<file path="config.mk">
export PLATFORM = sky130hd
export DESIGN_NAME = ls_ctrl
export DESIGN_NICKNAME = d
export VERILOG_FILES = /design/src/rtl/ls_ctrl.sv
export SDC_FILE = /design/constraint.sdc
export NUM_CORES = 1
export LEC_CHECK = 0
export CELL_PAD_IN_SITES_DETAIL_PLACEMENT = 1
export CELL_PAD_IN_SITES_GLOBAL_PLACEMENT = 1
export CORE_MARGIN = 5
export CORE_UTILIZATION = 29
export DETAILED_ROUTE_END_ITERATION = 10
export PLACE_DENSITY_LB_ADDON = 0.12
export SYNTH_ARGS = -nofsm -noshare
export SYNTH_HDL_FRONTEND = slang
export SYNTH_SLANG_ARGS = --single-unit
</file>
<file path="constraint.sdc">
create_clock -name clk_in -period 2.45 [get_ports clk_in]
set_clock_uncertainty 0.1 [all_clocks]
set_input_delay 0.49 -clock clk_in [delete_from_list [all_inputs] [get_ports clk_in]]
set_output_delay 0.49 -clock clk_in [all_outputs]
set_load 0.1 [all_outputs]
</file>
<file path="src/rtl/ls_ctrl.sv">
// ============================================================================
// ls_ctrl -- load/store controller
//
// Purpose:
//   Takes one memory op at a time from the load/store buffer and works out its
//   address (vj + imm). It then runs a single request/done transaction with the
//   memory controller. For loads it sign- or zero-extends the returned data.
//   Completion is broadcast on the LS CDB for one cycle.
//
//   A ROB flush kills the op in flight:
//     - A load still waiting for memory moves to DRAIN. It waits there for the
//       pending done, then returns to IDLE without broadcasting.
//     - A store stays in MEM so the write can finish. Its broadcast is
//       suppressed.
//
// Configuration:
//   LSC_PERF_CNT_EN  when defined, enables the load/store/busy performance
//                    counters. When undefined, the counter ports are tied to 0.
//
// Ports:
//   clk_in, rst_in (async active-low), rdy_in (0 = freeze everything)
//   refresh_rob_cdb_in          ROB flush
//   rdy_lsb_in, opcode_lsb_in, vj/vk/imm_lsb_in, rob_id_lsb_in   issue side
//   idle_lsb_out                controller can accept an issue
//   req/we/addr/size/wdata_mc_out, done_mc_in, rdata_mc_in       memory side
//   rdy_cdb_out, result_cdb_out, rob_id_cdb_out                  LS CDB
//   ld_cnt_out, st_cnt_out, busy_cnt_out                         perf counters
// ============================================================================

`ifndef OP_WIDTH
`define OP_WIDTH 4
`endif
`ifndef DATA_WIDTH
`define DATA_WIDTH 32
`endif
`ifndef ROB_WIDTH
`define ROB_WIDTH 4
`endif

module ls_ctrl #(
    parameter int ADDR_WIDTH = 32,
    parameter int CNT_WIDTH  = 32
) (
    input  logic                   clk_in,
    input  logic                   rst_in,
    input  logic                   rdy_in,
    input  logic                   refresh_rob_cdb_in,
    input  logic                   rdy_lsb_in,
    input  logic [`OP_WIDTH-1:0]   opcode_lsb_in,
    input  logic [`DATA_WIDTH-1:0] vj_lsb_in,
    input  logic [`DATA_WIDTH-1:0] vk_lsb_in,
    input  logic [`DATA_WIDTH-1:0] imm_lsb_in,
    input  logic [`ROB_WIDTH-1:0]  rob_id_lsb_in,
    output logic                   idle_lsb_out,
    output logic                   req_mc_out,
    output logic                   we_mc_out,
    output logic [ADDR_WIDTH-1:0]  addr_mc_out,
    output logic [1:0]             size_mc_out,
    output logic [`DATA_WIDTH-1:0] wdata_mc_out,
    input  logic                   done_mc_in,
    input  logic [`DATA_WIDTH-1:0] rdata_mc_in,
    output logic                   rdy_cdb_out,
    output logic [`DATA_WIDTH-1:0] result_cdb_out,
    output logic [`ROB_WIDTH-1:0]  rob_id_cdb_out,
    output logic [CNT_WIDTH-1:0]   ld_cnt_out,
    output logic [CNT_WIDTH-1:0]   st_cnt_out,
    output logic [CNT_WIDTH-1:0]   busy_cnt_out
);

    localparam logic [`OP_WIDTH-1:0] OP_LB  = `OP_WIDTH'd0;
    localparam logic [`OP_WIDTH-1:0] OP_LH  = `OP_WIDTH'd1;
    localparam logic [`OP_WIDTH-1:0] OP_LW  = `OP_WIDTH'd2;
    localparam logic [`OP_WIDTH-1:0] OP_LBU = `OP_WIDTH'd3;
    localparam logic [`OP_WIDTH-1:0] OP_LHU = `OP_WIDTH'd4;
    localparam logic [`OP_WIDTH-1:0] OP_SB  = `OP_WIDTH'd5;
    localparam logic [`OP_WIDTH-1:0] OP_SH  = `OP_WIDTH'd6;
    localparam logic [`OP_WIDTH-1:0] OP_SW  = `OP_WIDTH'd7;

    typedef enum logic [1:0] {
        ST_IDLE  = 2'd0,
        ST_MEM   = 2'd1,
        ST_DRAIN = 2'd2
    } state_t;

    state_t                 state_q, state_d;
    logic [`OP_WIDTH-1:0]   op_q, op_d;
    logic                   idle_q, idle_d;
    logic                   req_q, req_d;
    logic                   we_q, we_d;
    logic [ADDR_WIDTH-1:0]  addr_q, addr_d;
    logic [1:0]             size_q, size_d;
    logic [`DATA_WIDTH-1:0] wdata_q, wdata_d;
    logic [`ROB_WIDTH-1:0]  rob_id_q, rob_id_d;
    logic                   cdb_rdy_q, cdb_rdy_d;
    logic [`DATA_WIDTH-1:0] result_q, result_d;
    logic                   flushed_q, flushed_d;

    logic [31:0]            addr_sum;
    logic                   issue_store;
    logic [1:0]             issue_size;
    logic [`DATA_WIDTH-1:0] load_ext;
    logic                   bcast;

    // Effective address wraps mod 2^32; only the low ADDR_WIDTH bits go out.
    assign addr_sum = 32'(vj_lsb_in + imm_lsb_in);

    // Decode the incoming opcode into store flag and access size.
    always_comb begin
        issue_store = 1'b0;
        issue_size  = 2'd2;
        case (opcode_lsb_in)
            OP_LB, OP_LBU: issue_size = 2'd0;
            OP_LH, OP_LHU: issue_size = 2'd1;
            OP_SB: begin issue_store = 1'b1; issue_size = 2'd0; end
            OP_SH: begin issue_store = 1'b1; issue_size = 2'd1; end
            OP_SW: begin issue_store = 1'b1; issue_size = 2'd2; end
            default: issue_size = 2'd2;
        endcase
    end

    // Extend the returned load data according to the latched opcode; stores give 0.
    always_comb begin
        load_ext = '0;
        case (op_q)
            OP_LB:  load_ext = {{(`DATA_WIDTH-8){rdata_mc_in[7]}}, rdata_mc_in[7:0]};
            OP_LBU: load_ext = {{(`DATA_WIDTH-8){1'b0}}, rdata_mc_in[7:0]};
            OP_LH:  load_ext = {{(`DATA_WIDTH-16){rdata_mc_in[15]}}, rdata_mc_in[15:0]};
            OP_LHU: load_ext = {{(`DATA_WIDTH-16){1'b0}}, rdata_mc_in[15:0]};
            OP_LW:  load_ext = rdata_mc_in;
            default: load_ext = '0;
        endcase
    end

    // Next-state logic. Nothing moves while rdy_in is low. A done pulse always
    // ends the transaction. A flush only suppresses the broadcast or diverts a
    // pending load into DRAIN, so the memory handshake is never abandoned.
    always_comb begin
        state_d   = state_q;
        op_d      = op_q;
        idle_d    = idle_q;
        req_d     = req_q;
        we_d      = we_q;
        addr_d    = addr_q;
        size_d    = size_q;
        wdata_d   = wdata_q;
        rob_id_d  = rob_id_q;
        cdb_rdy_d = cdb_rdy_q;
        result_d  = result_q;
        flushed_d = flushed_q;
        bcast     = 1'b0;
        if (rdy_in) begin
            cdb_rdy_d = 1'b0;
            if (state_q == ST_IDLE) begin
                if (rdy_lsb_in && !refresh_rob_cdb_in) begin
                    state_d   = ST_MEM;
                    op_d      = opcode_lsb_in;
                    idle_d    = 1'b0;
                    req_d     = 1'b1;
                    we_d      = issue_store;
                    addr_d    = addr_sum[ADDR_WIDTH-1:0];
                    size_d    = issue_size;
                    wdata_d   = vk_lsb_in;
                    rob_id_d  = rob_id_lsb_in;
                    flushed_d = 1'b0;
                end
            end else if (done_mc_in) begin
                state_d   = ST_IDLE;
                idle_d    = 1'b1;
                req_d     = 1'b0;
                we_d      = 1'b0;
                flushed_d = 1'b0;
                if (state_q == ST_MEM && !flushed_q && !refresh_rob_cdb_in) begin
                    bcast     = 1'b1;
                    cdb_rdy_d = 1'b1;
                    result_d  = load_ext;
                end
            end else if (refresh_rob_cdb_in && state_q == ST_MEM) begin
                if (we_q) begin
                    flushed_d = 1'b1;
                end else begin
                    state_d = ST_DRAIN;
                end
            end
        end
    end

    // State and output registers.
    always_ff @(posedge clk_in or negedge rst_in) begin
        if (!rst_in) begin
            state_q   <= ST_IDLE;
            op_q      <= '0;
            idle_q    <= 1'b1;
            req_q     <= 1'b0;
            we_q      <= 1'b0;
            addr_q    <= '0;
            size_q    <= '0;
            wdata_q   <= '0;
            rob_id_q  <= '0;
            cdb_rdy_q <= 1'b0;
            result_q  <= '0;
            flushed_q <= 1'b0;
        end else begin
            state_q   <= state_d;
            op_q      <= op_d;
            idle_q    <= idle_d;
            req_q     <= req_d;
            we_q      <= we_d;
            addr_q    <= addr_d;
            size_q    <= size_d;
            wdata_q   <= wdata_d;
            rob_id_q  <= rob_id_d;
            cdb_rdy_q <= cdb_rdy_d;
            result_q  <= result_d;
            flushed_q <= flushed_d;
        end
    end

    assign idle_lsb_out   = idle_q;
    assign req_mc_out     = req_q;
    assign we_mc_out      = we_q;
    assign addr_mc_out    = addr_q;
    assign size_mc_out    = size_q;
    assign wdata_mc_out   = wdata_q;
    assign rdy_cdb_out    = cdb_rdy_q;
    assign result_cdb_out = result_q;
    assign rob_id_cdb_out = rob_id_q;

`ifdef LSC_PERF_CNT_EN
    logic [CNT_WIDTH-1:0] ld_cnt_q, ld_cnt_d;
    logic [CNT_WIDTH-1:0] st_cnt_q, st_cnt_d;
    logic [CNT_WIDTH-1:0] busy_cnt_q, busy_cnt_d;

    // Count broadcast loads/stores and every live cycle spent in MEM or DRAIN.
    always_comb begin
        ld_cnt_d   = ld_cnt_q;
        st_cnt_d   = st_cnt_q;
        busy_cnt_d = busy_cnt_q;
        if (rdy_in) begin
            if (bcast && !we_q) ld_cnt_d = ld_cnt_q + 1'b1;
            if (bcast && we_q)  st_cnt_d = st_cnt_q + 1'b1;
            if (state_q != ST_IDLE) busy_cnt_d = busy_cnt_q + 1'b1;
        end
    end

    // Counter registers.
    always_ff @(posedge clk_in or negedge rst_in) begin
        if (!rst_in) begin
            ld_cnt_q   <= '0;
            st_cnt_q   <= '0;
            busy_cnt_q <= '0;
        end else begin
            ld_cnt_q   <= ld_cnt_d;
            st_cnt_q   <= st_cnt_d;
            busy_cnt_q <= busy_cnt_d;
        end
    end

    assign ld_cnt_out   = ld_cnt_q;
    assign st_cnt_out   = st_cnt_q;
    assign busy_cnt_out = busy_cnt_q;
`else
    assign ld_cnt_out   = '0;
    assign st_cnt_out   = '0;
    assign busy_cnt_out = '0;
`endif

endmodule

</file>
==> results.json <==
{
  "dr_wl_met3_um": 1420,
  "insertion_delay_ps": 410,
  "drive_gt1_share_pct": 26.6,
  "first_iter_violations": 243,
  "wl_met2_um": 11600,
  "die_w_um": 163,
  "muxShareOfSynthArea_pct": 0.445,
  "ys_seq_area_share_pct": 41.9,
  "status": "finished, violations left",
  "vias": 6440,
  "yosys.area.top_type": "dfrtp_1",
  "crit_type": "input port to flop",
  "crit_required_ps": 2700,
  "crit_path_end_kind": "flop",
  "clkTransAtPathRegs_ps": 60,
  "grt_usage_pct": 17.4,
  "place_congestion": 0.778,
  "max_stage_delay_ps": 440,
  "route.detailed.drc": 0,
  "timing.hold.ws_ps": -13.0,
  "gr-total-overflow": 0,
  "grt_pass1_vias": 6723,
  "synth_fa_ha_area_share_pct": 6.04,
  "critPathMaxFanout": 5,
  "peakVddDrop_uv": 581,
  "rsz0062_at_grt": "yes",
  "wl_met1_um": 10500,
  "synthXorXnorAreaFrac_pct": 4.28,
  "synth_compound_area_share_pct": 18.0,
  "setup_viol": 0,
  "dieHeight_um": 163,
  "vias_per_cell": 4.43,
  "diodes": 0,
  "clk_path_buf_depth": 2,
  "p_per_area_nw_per_um2": 1290,
  "layout-area-overhead-vs-synth_pct": 58.1,
  "synth_warnings": 0,
  "ys_types": 50,
  "drt_wl_total_um": 23700,
  "final.min_clock_period_ps": 2410,
  "ys_ff_latch": 113,
  "synth.area.top_cells": "dfrtp_1, nand2_1, buf_4",
  "synth_top_family_by_area": "compound AO/OA/AOI/OAI gates",
  "drtPass1Iterations": 4,
  "max_slew_margin_pct": 58.8,
  "syn_avg_cell_area_um2": 8.59,
  "place_ws_ps": -726,
  "dieArea_um2": 26400,
  "synthArstFlopShare_pct": 100,
  "timing.final.ws_setup_ps": 44.1,
  "initial_core_util_pct": 29.6,
  "crit_chain": "clkdlybuf4s50_1, ha_1, buf_4, nand2_1, o21ai_0, a31oi_1, o21ai_0, a41oi_2, or4_1, nand3_1",
  "top_layer": "met5",
  "synthSimpleGateAreaFrac_pct": 16.3,
  "design.core.area_um2": 22800,
  "cp_common_cell": "o21ai_0",
  "worstPathArrival_ps": 2650,
  "synth_top_area_share_pct": 41.5,
  "min_path_type": "input port to async pin",
  "antenna_left": 0,
  "critPathBufInv": 2,
  "critPathSlowestCell": "or4_1",
  "wl_per_cell_um": 16.3,
  "clockRootBuffer": "clkbuf_16",
  "fin_nets": 1302,
  "grt_max_degree": 47,
  "antenna_found_initial": 1,
  "grt_pass1_wl_um": 36800,
  "fin_crit_sh_pct": 98.2,
  "leakage_nw": 5.17,
  "numCtsBuffers": 17,
  "tightest_slew_ps": 617,
  "synth_flop_cell": "dfrtp_1",
  "synthCells": 786,
  "pin_count": 344,
  "violations": "negative hold slack",
  "cpLargestDelayFamily": "compound AO/OA/AOI/OAI gates",
  "cts_sinks": 113,
  "slew_violations": 0,
  "syn-cell-area_um2": 6750,
  "synth-edff-count": 0,
  "portBuffers": 247,
  "dp_hpwl_um": 18800,
  "cts_tree": "yes",
  "rows": 55,
  "hold_viol_final": 4,
  "max_cap_viol_count": 0,
  "fmax_mhz": 416,
  "h-tree-depth": 4,
  "cp-start-kind": "input port"
}
what timing repair did:
action,4_1_cts,5_1_grt
pin swaps,21,23
buffers inserted,2,4
gates resized for setup,44,33
setup endpoints to repair,20,15
hold buffers,0,0
where the power goes:
part	internal, mW	switching [mW]	total (mW)
registers	2.51	0.425	2.94
clock network	1.64	0.976	2.62
logic	1.73	6.54	8.27
per-layer routing:
metal  up-vias  track usage [%]
met1      3053             22.7
met2       199             29.2
met5         -                0
li1       3172                -
met4         2             3.16
met3        14             4.83
state kept, by name (all words and copies together) (netlist names):
register,flops
wdata_mc_out,32
flushed_q,1
state_q,2
rob_id_cdb_out,4
op_q,4
rdy_cdb_out,1
size_mc_out,2
addr_mc_out,32
idle_lsb_out,1
result_cdb_out,32
we_mc_out,1
req_mc_out,1
kinds of logic after synthesis:
group / count (synthesis)
simple gates: 263
compound gates: 205
buf+inv: 136
flops: 113
xor+xnor: 33
fa+ha+maj: 32
mux: 3
other cells: 1
through the flow:
step | power, mW | TNS [ps] | utilization (%) | cells | area [um2]
final | 13.8 | 0 | 46.9 | 1454 | 10700
after floorplan | 9.25 | -32.3 | - | 881 | 7160
after global routing | 14.4 | -344 | 46.9 | 1454 | 10700
after detailed placement | 11.2 | -13240 | 42.9 | 1416 | 9770
after global placement | 11.2 | -12010 | 42.9 | 1416 | 9770
after CTS | 13.9 | 0 | 46.1 | 1450 | 10500
Yosys cell counts, drive strengths merged (2+ instances only):
library cell and number:
and4 3, nand2 215, nor4b 4, dfrtp 112, o21bai 2, a31oi 5
nor2b 5, a41oi 2, nor2 11, o211ai 9, o211a 2, a22o 8
a21oi 67, o31ai 3, o221ai 2, buf 96, and3 3, nand4 6
inv 7, ha 31, a21boi 3, xnor2 13, mux2i 3, a311oi 2
nand3 4, or4 2, and2 5, nor3 2, o21ai 79, clkbuf 33
a211oi 3, o21a 6, xor2 20, a21o 7
final cells by class:
type	instances	area, um2
fill	2674	12100
clock buffer	18	439
tap	313	392
clock inverter	14	180
inverter	7	26.3
sequential	113	2830
multi-input combinational	632	3740
timing repair buffer	357	3070
placed cells by master, fill, tap and decap left out, types with 4 or more instances in the layout:
cell and n:
xor2_1 20, dfrtp_1 112, clkdlybuf4s50_1 113, a21oi_1 58, buf_12 4, dlygate4sd2_1 22, o21ai_1 21, conb_1 96
xnor2_1 13, o211ai_1 9, o21a_1 6, a21oi_2 8, ha_4 14, and2_1 4, o21ai_0 55, nand2_1 212
a22o_1 8, ha_1 15, a31oi_1 4, buf_4 210, clkinvlp_4 5, clkbuf_16 17, inv_1 7, a21o_1 7
nand3_1 4, nor2_1 11, nor2b_1 4, nand4_1 6
final timing paths:
check	from	to	slack, ps	cells past startpoint
min in group clk_in	imm_lsb_in[0]	addr_mc_out[0]$_DFFE_PN0P_	350	4
hold reg to reg	idle_lsb_out$_DFFE_PN1P_	idle_lsb_out$_DFFE_PN1P_	370	2
setup / recovery	vj_lsb_in[15]	addr_mc_out[24]$_DFFE_PN0P_	40	10
max in group asynchronous	rst_in	wdata_mc_out[28]$_DFFE_PN0P_	1640	2
hold / removal	rst_in	rob_id_cdb_out[0]$_DFFE_PN0P_	-10	1
setup reg to reg	state_q[1]$_DFFE_PN0P_	addr_mc_out[28]$_DFFE_PN0P_	620	7
Note: power is estimated with default switching activity, not from simulation.
